## config.mk

```make
export PLATFORM = sky130hd
export DESIGN_NAME = mem_access_flat
export DESIGN_NICKNAME = d
export VERILOG_FILES = /design/src/rtl/mem_access_if.sv /design/src/rtl/mem_access.sv /design/src/flat_wrapper.sv
export SDC_FILE = /design/constraint.sdc
export NUM_CORES = 1
export LEC_CHECK = 0
export BUFFER_PORTS_ARGS = -buffer_cell sky130_fd_sc_hd__buf_2
export CORE_AREA = 2 2 191 193
export DETAILED_ROUTE_END_ITERATION = 7
export DIE_AREA = 0 0 193 195
export GPL_TIMING_DRIVEN = 0
export PLACE_DENSITY = 0.51
export SLEW_MARGIN = 20
export SYNTH_ARGS = -nofsm -noshare
export SYNTH_HDL_FRONTEND = slang
export SYNTH_SLANG_ARGS = --single-unit
```

## constraint.sdc

```tcl
create_clock -name clk -period 2.5 [get_ports clk]
set_input_delay 0.375 -clock clk [delete_from_list [all_inputs] [get_ports clk]]
set_output_delay 0.375 -clock clk [all_outputs]
set_load 0.01 [all_outputs]
```

## src/rtl/mem_access_if.sv

```systemverilog
// Data SRAM port in req/addr_ok/data_ok style. The master drives the request;
// the slave (memory) answers with accept and data handshakes.
interface mem_access_if;
  logic        data_sram_req;
  logic        data_sram_wr;
  logic [3:0]  data_sram_wstrb;
  logic [31:0] data_sram_addr;
  logic [31:0] data_sram_wdata;
  logic        data_sram_addr_ok;
  logic        data_sram_data_ok;
  logic [31:0] data_sram_rdata;

  modport master (
    output data_sram_req, data_sram_wr, data_sram_wstrb, data_sram_addr, data_sram_wdata,
    input  data_sram_addr_ok, data_sram_data_ok, data_sram_rdata
  );

  modport slave (
    input  data_sram_req, data_sram_wr, data_sram_wstrb, data_sram_addr, data_sram_wdata,
    output data_sram_addr_ok, data_sram_data_ok, data_sram_rdata
  );
endinterface

```

## src/rtl/mem_access.sv

```systemverilog
// Memory-access pipeline stage: issues load/store transactions on the data SRAM,
// detects misaligned accesses and aligns load data before write-back.
module mem_access #(
  parameter int PASS_W = 100
) (
  input  logic              clk,
  input  logic              reset,
  input  logic              MEM_valid,
  input  logic              MEM_flush,
  input  logic              WB_allow_in,
  input  logic [4:0]        mem_control,
  input  logic [31:0]       mem_addr,
  input  logic [31:0]       exe_result,
  input  logic [31:0]       store_data,
  input  logic              ls_bytes_L,
  input  logic              ls_bytes_R,
  input  logic [3:0]        rf_wbytes_in,
  input  logic [PASS_W-1:0] pass_in,
  mem_access_if.master      dsram,
  output logic              MEM_over,
  output logic [31:0]       MEM_result,
  output logic [3:0]        MEM_wbytes,
  output logic              MEM_adel,
  output logic              MEM_ades,
  output logic [31:0]       MEM_badvaddr,
  output logic              MEM_load_busy,
  output logic [PASS_W-1:0] pass_out
);

  typedef enum logic [2:0] {
    IDLE  = 3'd0,
    REQ   = 3'd1,
    WAIT  = 3'd2,
    DONE  = 3'd3,
    DRAIN = 3'd4
  } state_e;

  state_e      state_q;
  logic        req_q;
  logic        wr_q;
  logic [3:0]  wstrb_q;
  logic [31:0] addr_q;
  logic [31:0] wdata_q;
  logic [31:0] rdata_q;

  logic        is_load_s, is_store_s, is_mem_s, sext_s, misalign_s, acc_s;
  logic [1:0]  size_s, n_s;
  logic [3:0]  strb_s;
  logic [31:0] wdata_s, shr_s, load_s;

  assign is_load_s  = mem_control[4];
  assign is_store_s = mem_control[3];
  assign size_s     = mem_control[2:1];
  assign sext_s     = mem_control[0];
  assign is_mem_s   = is_load_s | is_store_s;
  assign n_s        = mem_addr[1:0];
  assign acc_s      = MEM_valid & is_mem_s & ~misalign_s & ~MEM_flush;
  assign shr_s      = rdata_q >> {n_s, 3'b000};

  // Alignment check and store lane/strobe generation
  always_comb begin
    misalign_s = 1'b0;
    strb_s     = 4'b0000;
    wdata_s    = store_data;
    case (size_s)
      2'b00: begin
        strb_s  = 4'b0001 << n_s;
        wdata_s = {4{store_data[7:0]}};
      end
      2'b01: begin
        misalign_s = is_mem_s & n_s[0];
        strb_s     = n_s[1] ? 4'b1100 : 4'b0011;
        wdata_s    = {2{store_data[15:0]}};
      end
      2'b10: begin
        misalign_s = is_mem_s & ~(ls_bytes_L | ls_bytes_R) & (n_s != 2'b00);
        strb_s     = 4'b1111;
      end
      default: begin
        strb_s = 4'b1111;
      end
    endcase
  end

  // Load alignment and extension from the latched word
  always_comb begin
    load_s = rdata_q;
    case (size_s)
      2'b00: load_s = {{24{sext_s & shr_s[7]}}, shr_s[7:0]};
      2'b01: load_s = {{16{sext_s & shr_s[15]}}, shr_s[15:0]};
      default: begin
        if (ls_bytes_L) begin
          load_s = rdata_q << {2'd3 - n_s, 3'b000};
        end else if (ls_bytes_R) begin
          load_s = shr_s;
        end else begin
          load_s = rdata_q;
        end
      end
    endcase
  end

  // Transaction FSM; request fields are captured once and held until accepted
  always_ff @(posedge clk) begin
    if (reset) begin
      state_q <= IDLE;
      req_q   <= 1'b0;
      wr_q    <= 1'b0;
      wstrb_q <= 4'b0000;
      addr_q  <= 32'h0000_0000;
      wdata_q <= 32'h0000_0000;
      rdata_q <= 32'h0000_0000;
    end else begin
      case (state_q)
        IDLE: begin
          if (acc_s) begin
            state_q <= REQ;
            req_q   <= 1'b1;
            wr_q    <= is_store_s;
            wstrb_q <= is_store_s ? strb_s : 4'b0000;
            addr_q  <= {mem_addr[31:2], 2'b00};
            wdata_q <= wdata_s;
          end
        end
        REQ: begin
          if (dsram.data_sram_addr_ok) begin
            req_q   <= 1'b0;
            state_q <= MEM_flush ? DRAIN : WAIT;
          end else if (MEM_flush) begin
            req_q   <= 1'b0;
            state_q <= IDLE;
          end
        end
        WAIT: begin
          if (MEM_flush) begin
            state_q <= dsram.data_sram_data_ok ? IDLE : DRAIN;
          end else if (dsram.data_sram_data_ok) begin
            state_q <= DONE;
            rdata_q <= dsram.data_sram_rdata;
          end
        end
        DRAIN: begin
          if (dsram.data_sram_data_ok) state_q <= IDLE;
        end
        DONE: begin
          if (WB_allow_in | MEM_flush) state_q <= IDLE;
        end
        default: begin
          state_q <= IDLE;
          req_q   <= 1'b0;
        end
      endcase
    end
  end

  assign dsram.data_sram_req   = req_q;
  assign dsram.data_sram_wr    = wr_q;
  assign dsram.data_sram_wstrb = wstrb_q;
  assign dsram.data_sram_addr  = addr_q;
  assign dsram.data_sram_wdata = wdata_q;

  // Stage outputs, all gated by MEM_valid
  always_comb begin
    MEM_over      = 1'b0;
    MEM_result    = 32'h0000_0000;
    MEM_wbytes    = 4'b0000;
    MEM_adel      = 1'b0;
    MEM_ades      = 1'b0;
    MEM_badvaddr  = 32'h0000_0000;
    MEM_load_busy = 1'b0;
    pass_out      = '0;
    if (MEM_valid) begin
      MEM_adel   = is_load_s & misalign_s;
      MEM_ades   = is_store_s & misalign_s;
      MEM_over   = (~is_mem_s | misalign_s) ? 1'b1 : (state_q == DONE);
      MEM_result = (is_load_s & ~misalign_s) ? load_s : exe_result;
      MEM_wbytes = misalign_s ? 4'b0000 : rf_wbytes_in;
      MEM_badvaddr  = misalign_s ? mem_addr : 32'h0000_0000;
      MEM_load_busy = is_load_s & ~MEM_over;
      pass_out      = pass_in;
    end else begin
      MEM_over = 1'b0;
    end
  end

endmodule

```

## src/flat_wrapper.sv

```systemverilog
// flat-port wrapper written by rule: the top's interface ports become plain ports
module mem_access_flat 
#(
  parameter int PASS_W = 100
)
  (clk, reset, MEM_valid, MEM_flush, WB_allow_in, mem_control, mem_addr, exe_result, store_data, ls_bytes_L, ls_bytes_R, rf_wbytes_in, pass_in, MEM_over, MEM_result, MEM_wbytes, MEM_adel, MEM_ades, MEM_badvaddr, MEM_load_busy, pass_out, dsram_data_sram_req, dsram_data_sram_wr, dsram_data_sram_wstrb, dsram_data_sram_addr, dsram_data_sram_wdata, dsram_data_sram_addr_ok, dsram_data_sram_data_ok, dsram_data_sram_rdata);
  mem_access_if dsram_i ();
  input  logic clk;
  input  logic reset;
  input  logic MEM_valid;
  input  logic MEM_flush;
  input  logic WB_allow_in;
  input  logic [4:0] mem_control;
  input  logic [31:0] mem_addr;
  input  logic [31:0] exe_result;
  input  logic [31:0] store_data;
  input  logic ls_bytes_L;
  input  logic ls_bytes_R;
  input  logic [3:0] rf_wbytes_in;
  input  logic [PASS_W-1:0] pass_in;
  output logic MEM_over;
  output logic [31:0] MEM_result;
  output logic [3:0] MEM_wbytes;
  output logic MEM_adel;
  output logic MEM_ades;
  output logic [31:0] MEM_badvaddr;
  output logic MEM_load_busy;
  output logic [PASS_W-1:0] pass_out;
  output wire logic [$bits(dsram_i.data_sram_req)-1:0] dsram_data_sram_req;
  output wire logic [$bits(dsram_i.data_sram_wr)-1:0] dsram_data_sram_wr;
  output wire logic [$bits(dsram_i.data_sram_wstrb)-1:0] dsram_data_sram_wstrb;
  output wire logic [$bits(dsram_i.data_sram_addr)-1:0] dsram_data_sram_addr;
  output wire logic [$bits(dsram_i.data_sram_wdata)-1:0] dsram_data_sram_wdata;
  input wire logic [$bits(dsram_i.data_sram_addr_ok)-1:0] dsram_data_sram_addr_ok;
  input wire logic [$bits(dsram_i.data_sram_data_ok)-1:0] dsram_data_sram_data_ok;
  input wire logic [$bits(dsram_i.data_sram_rdata)-1:0] dsram_data_sram_rdata;
  assign dsram_data_sram_req = dsram_i.data_sram_req;
  assign dsram_data_sram_wr = dsram_i.data_sram_wr;
  assign dsram_data_sram_wstrb = dsram_i.data_sram_wstrb;
  assign dsram_data_sram_addr = dsram_i.data_sram_addr;
  assign dsram_data_sram_wdata = dsram_i.data_sram_wdata;
  assign dsram_i.data_sram_addr_ok = dsram_data_sram_addr_ok;
  assign dsram_i.data_sram_data_ok = dsram_data_sram_data_ok;
  assign dsram_i.data_sram_rdata = dsram_data_sram_rdata;
  mem_access #(.PASS_W(PASS_W)) u_core (.clk(clk), .reset(reset), .MEM_valid(MEM_valid), .MEM_flush(MEM_flush), .WB_allow_in(WB_allow_in), .mem_control(mem_control), .mem_addr(mem_addr), .exe_result(exe_result), .store_data(store_data), .ls_bytes_L(ls_bytes_L), .ls_bytes_R(ls_bytes_R), .rf_wbytes_in(rf_wbytes_in), .pass_in(pass_in), .dsram(dsram_i), .MEM_over(MEM_over), .MEM_result(MEM_result), .MEM_wbytes(MEM_wbytes), .MEM_adel(MEM_adel), .MEM_ades(MEM_ades), .MEM_badvaddr(MEM_badvaddr), .MEM_load_busy(MEM_load_busy), .pass_out(pass_out));
endmodule
```

### Word level (Yosys, flattened, before mapping)

Cells that the tools add are included.

| storage, ports and cells | value |
|---|---|
| register bits | 103 |
| output and inout port bits | 242 |
| bits of input ports | 246 |

| cells by class | value |
|---|---|
| add/sub/neg operators | 1 |
| mux-type cells | 34 |
| equal/unequal tests | 11 |
| reduce and logical (&&, ||, !) cells | 8 |
| bitwise logic cells | 22 |
| shift operators | 3 |

Operator list:

| operator | count |
|---|---|
| 32-bit 2-to-1 mux | 6 |
| 32-bit one-hot mux with 2 select lines | 2 |
| 100-bit 2-to-1 mux | 1 |
| 32-bit by 5-bit << shifter with 32-bit output | 1 |
| 32-bit by 5-bit right shift with 32-bit output | 1 |
| 3-bit 2-to-1 mux | 9 |
| 4-bit 2-to-1 mux | 4 |
| 3-bit one-hot mux with 5 select lines | 1 |
| 1-bit bitwise AND | 12 |
| 1-bit 2-to-1 mux | 8 |
| 4-bit one-hot mux with 2 select lines | 1 |
| 3-bit by 2-bit equality test with 1-bit output (second input constant) | 2 |
| 3-bit != test (second input constant) | 2 |
| 1-bit NOT | 6 |
| 3-bit AND reduction | 2 |
| 5-bit AND reduction | 1 |
| 2-bit by 1-bit != test with 1-bit output (second input constant) | 2 |
| 1-bit OR | 4 |
| 1-bit by 2-bit << shifter with 4-bit output (first input constant) | 1 |
| 3-bit by 1-bit equality test with 1-bit output (second input constant) | 1 |
| 3-bit equality test (second input constant) | 1 |
| 3-bit logical NOT | 1 |
| 1-bit one-hot mux with 3 select lines | 1 |
| 3-bit OR reduction | 1 |
| 8 further kinds | 8 |

### Longest topological paths before layout

| logic depth | value |
|---|---|
| depth after elaboration | 10 |
| depth in mapped cells | 9 |
| mapped depth without buffers | 6 |

### Worst setup path after synthesis

Ideal clock, no wire load.

| timing | value |
|---|---|
| path kind | input port to output port |
| start | in mem_control[2] |
| end | out MEM_result[21] |
| buffers on the path | 3 |
| cell stages on the path | 9 |
| required time | 2125 ps |
| arrival time | 1812 ps |
| path slack | 313 ps |
| cell sequence | inv_1 -> ha_1 -> buf_2 -> or2_2 -> clkbuf_1 -> o221ai_2 -> a31o_4 -> buf_6 -> a32o_1 |

| between the ends | value |
|---|---|
| longest elaborated chain between the ends | 6 |
| elaborated cells on any way between the ends | 9 |

Ends and longest elaborated chain:

| what | line | RTL |
|---|---|---|
| start, declared | flat_wrapper.sv:13 | `input logic [4:0] mem_control;` |
| 2-bit equality test or 2-bit by 1-bit equality test with 1-bit output (tied branches) | mem_access.sv:65, mem_access.sv:88 |  |
| 1-bit one-hot mux with 2 select lines | mem_access.sv:65 | `case (size_s)` |
| 1-bit NOT | mem_access.sv:176 | `MEM_result = (is_load_s & ~misalign_s) ? load_s : exe_result;` |
| 1-bit bitwise AND | mem_access.sv:176 |  |
| 32-bit 2-to-1 mux * | mem_access.sv:176 |  |
| 32-bit 2-to-1 mux * | mem_access.sv:172 | `if (MEM_valid) begin` |
| end, declared | flat_wrapper.sv:22 | `output logic [31:0] MEM_result;` |

Mark *: on every way between the ends. The rest lies on a longest branch, timed or not.

### Worst setup path in the final report

| timing | value |
|---|---|
| start | in mem_addr[0] |
| end | out MEM_result[18] |

| between the ends | value |
|---|---|
| longest elaborated chain between the ends | 7 |
| elaborated cells on any way between the ends | 16 |

Ends and longest elaborated chain:

| what | line | RTL |
|---|---|---|
| start, declared | flat_wrapper.sv:14 | `input logic [31:0] mem_addr;` |
| parallel branches: the longest is 5 deep, another holds 2-bit subtractor | -- |  |
| 32-bit 2-to-1 mux * | mem_access.sv:176 |  |
| 32-bit 2-to-1 mux * | mem_access.sv:172 |  |

Mark *: on every way between the ends.

==> results by group <==
Run status
  – Status: finished, final reports clean

Drt
  – Wirelength, routed: between 40000 and 50000 um
  – Residual DRC: 0
  – DR iter-0 viols: just over 700
  – Drt pass-1 iters: 6
  – Post-route ant nets: 0
  – Vias: slightly below 10000
  – Wirelength per Cell: 22.4 um
  – Vias per cell: between 5 and 6

Clock tree
  – Clock latency on the worst-skew pair: between 0.3 and 0.4 ns
  – CTS H-tree lvls: 3
  – Max Root-Sink Buffers: 2
  – CTS buffer count: 9
  – Cts hold-fix bufs: 0
  – Clock tree from TritonCTS: yes
  – Clock sink count: 103
  – CTS clock-pin slew for the worst setup and hold paths: ~0.080 ns
  – Root Buffer: clkbuf_16

Global route
  – GR peak layer: met2
  – Met1 GRT Util: approximately 30%
  – Pin count of the biggest net entering global routing: 20
  – Initial antenna violation count: 8
  – Overflow after GRT: 0
  – All-layer global routing usage: ~22%
  – GR Layer Usage met2: a little under two fifths
  – First-pass GRT wire length: ~62000 um
  – Vias in the first global route: 9439
  – Met3 Track Usage GR: around 4.0%

Logic synthesis
  – Synth Cell Area: ~7600 um^2
  – Asr flop ratio synth: 0%
  – Syn Area/Cell: ~7.6 um^2
  – Post-synth top flop: dfxtp_1
  – Post-synth cell types: 64
  – Sequential-to-total area share from yosys stat: between 20% and 30%
  – Number of synthesized register bits: between 100 and 150
  – Synth Instances: about 990
  – Post-synth EDFFs: 0
  – Synth Warn #: 0

STA
  – Min Tclk post-route: 2.46 ns
  – Slew Limit Fails: 0
  – Crit share post-route: a little over nine tenths
  – Slew @ Worst Pin: ~0.75 ns
  – Clock skew: 0.0119 ns
  – Final setup viols: 0
  – Slew Limit Headroom: 49.9%
  – Fmax: approximately 410 MHz
  – Final hold violations: 0
  – RSZ-0062 raised after global routing: yes

Pwr
  – Sequential share of power: a little over a third
  – Power per Cell Area: 431 nW/um^2
  – Logic pwr share: roughly a third
  – Overall power: 4.80 mW
  – Clock Power Share: 31.4%
  – P_int: between 3 and 4 mW
  – Worst VDD drop: roughly 0.32 mV
  – Sw frac: between 30% and 40%
  – NetSw: 1.75 mW
  – Pleak: around 5.3 nW

Setup path
  – Critical path's most frequent cell: buf_6
  – Worst-path maximum fanout: 10
  – Kind of critical path: input port to output port
  – Startpoint types: input port
  – CP Capture Type: output port
  – Critical-path cell list: buf_6 -> buf_6 -> buf_6 -> mux2_4 -> a221oi_2 -> o21ai_1 -> a32o_1 -> buf_2
  – Slowest cell on crit path: mux2_4
  – Worst Path Buf+Inv: 4
  – Max incr delay on CP: 0.32 ns
  – CP top delay family: compound AO/OA/AOI/OAI gates
  – CP Data Arrival Time: between 2 and 2.5 ns
  – Critical Path RT: around 2.1 ns

Hold path
  – Worst Hold Class: input port to flop

Placed design
  – Gp weighted congestion: approximately 0.97
  – HPWL after DPL: 36200 um
  – PortBufs: between 400 and 500
  – Placed cell areas: ~11000 um^2

Layout
  – Final instance area: between 10000 and 15000 um^2
  – Layout Nets: approximately 1700
  – Commonest non-fill, non-tap cell in the layout: buf_2
  – Layout area overhead: 46.8%
  – Reg area: 2060 um^2
  – Ratio of cells with drive above 1 in the final layout: between 40% and 50%
  – Core Util, Final: roughly a third
  – Most frequent cells in the layout: 514 x buf_2, 135 x and2_1, 109 x nand2_1, 103 x dfxtp_1, 97 x a21oi_1
  – Multi-input gate area: ~5000 um^2
  – FILL cells: just under 4000

Die
  – I/O pins: just under 500
  – Total die area: about 38000 um^2
  – Die Wd: 193 um
  – Starting density of the core: 21.4%
  – Row count: 69
  – Die Y: between 150 and 200 um
  – Core ar.: 35400 um^2

Flow run
  – Max_cap viols: 0
[power by group through the flow]
stage / logic [mW] / clock network, mW / registers [mW]
3_3_place_gp: 1.48 / 0 / 1.79
3_5_place_dp: 1.49 / 0 / 1.80
4_1_cts: 1.51 / 1.53 / 1.76
5_1_grt: 1.67 / 1.58 / 1.76
2_1_floorplan: 0.748 / 0 / 1.81
6_report: 1.54 / 1.51 / 1.76
[through the flow]
stage / TNS [ns] / hold slack (ns) / setup WS [ns] / std cells
after floorplan: 0 / 0.461 / 0.313 / 994
after global placement: -12.07 / 0.453 / -0.335 / 1936
after detailed placement: -13.84 / 0.462 / -0.359 / 1936
after CTS: -0.196 / 0.225 / -0.0390 / 1951
after global routing: -0.571 / 0.229 / -0.0493 / 1952
final: 0 / 0.232 / 0.0435 / 1953
[sequential cells by signal, indices dropped and copies added, names as in the netlist]
name                          cells
u_core.dsram.data_sram_addr      30
u_core.dsram.data_sram_req        1
u_core.dsram.data_sram_wdata     32
u_core.dsram.data_sram_wr         1
u_core.dsram.data_sram_wstrb      4
u_core.rdata_q                   32
u_core.state_q                    3
[Yosys cell counts (16+ instances only)]
library cell,n,area (um^2)
a31oi_1,24,150
mux2i_1,26,260
nand2b_1,19,119
dfxtp_1,103,2060
nor2_1,29,109
a21oi_1,97,485
a311oi_1,24,210
and2_1,135,845
nand4_1,38,238
a21boi_0,16,120
buf_2,42,210
a32o_1,16,160
nand2_1,109,409
clkbuf_1,65,244
o21ai_0,22,110
o31ai_1,38,285
[routing by layer]
layer	part of all wire [%]	up-vias
met1	44	4652
met2	47	461
met3	7.5	56
li1	-	4620
met5	0.087	-
met4	2.1	6
[tightest hold or removal path: stages]
cell     delay (ns)
buf_2          0.09
nand2_1        0.04
a21oi_1        0.05
[cell type report]
type	instances	area share (%)
clock inverters	6	0.551
multi-input cells	758	45.7
well taps	461	5.18
repair buffers	483	21.8
plain buffers	121	5.81
inverters	10	0.337
clock buffers	10	2.15
flip-flops and latches	103	18.5
diodes	1	0.0225
[path summary, 6_finish.rpt]
path	from	endpoint	slack (ns)	depth (start not counted)
worst max-delay path	mem_addr[0]	MEM_result[18]	0.04	8
worst min-delay path	dsram_data_sram_rdata[11]	u_core.rdata_q[11]	0.23	3
worst max register to register	u_core.state_q[2]	u_core.dsram.data_sram_wstrb[3]	0.38	4
worst min register to register	u_core.dsram.data_sram_addr[4]	u_core.dsram.data_sram_addr[4]	0.47	2
[cell families after synthesis]
| family | share of synthesized area [%] |
|---|---|
| and+or+nand+nor | 26.7 |
| AOI/OAI and AO/OA | 31.7 |
| buffers and inverters | 8.33 |
| DFF | 27.2 |
| muxes | 5.59 |
| adders and majority gates | 0.495 |
| other | 0.0494 |
[what timing repair did]
item,CTS,global route
buffers inserted,1,1
gates resized for setup,26,45
setup endpoints to repair,76,35
pin swaps,1,1
(Power assumes the default switching activity.)
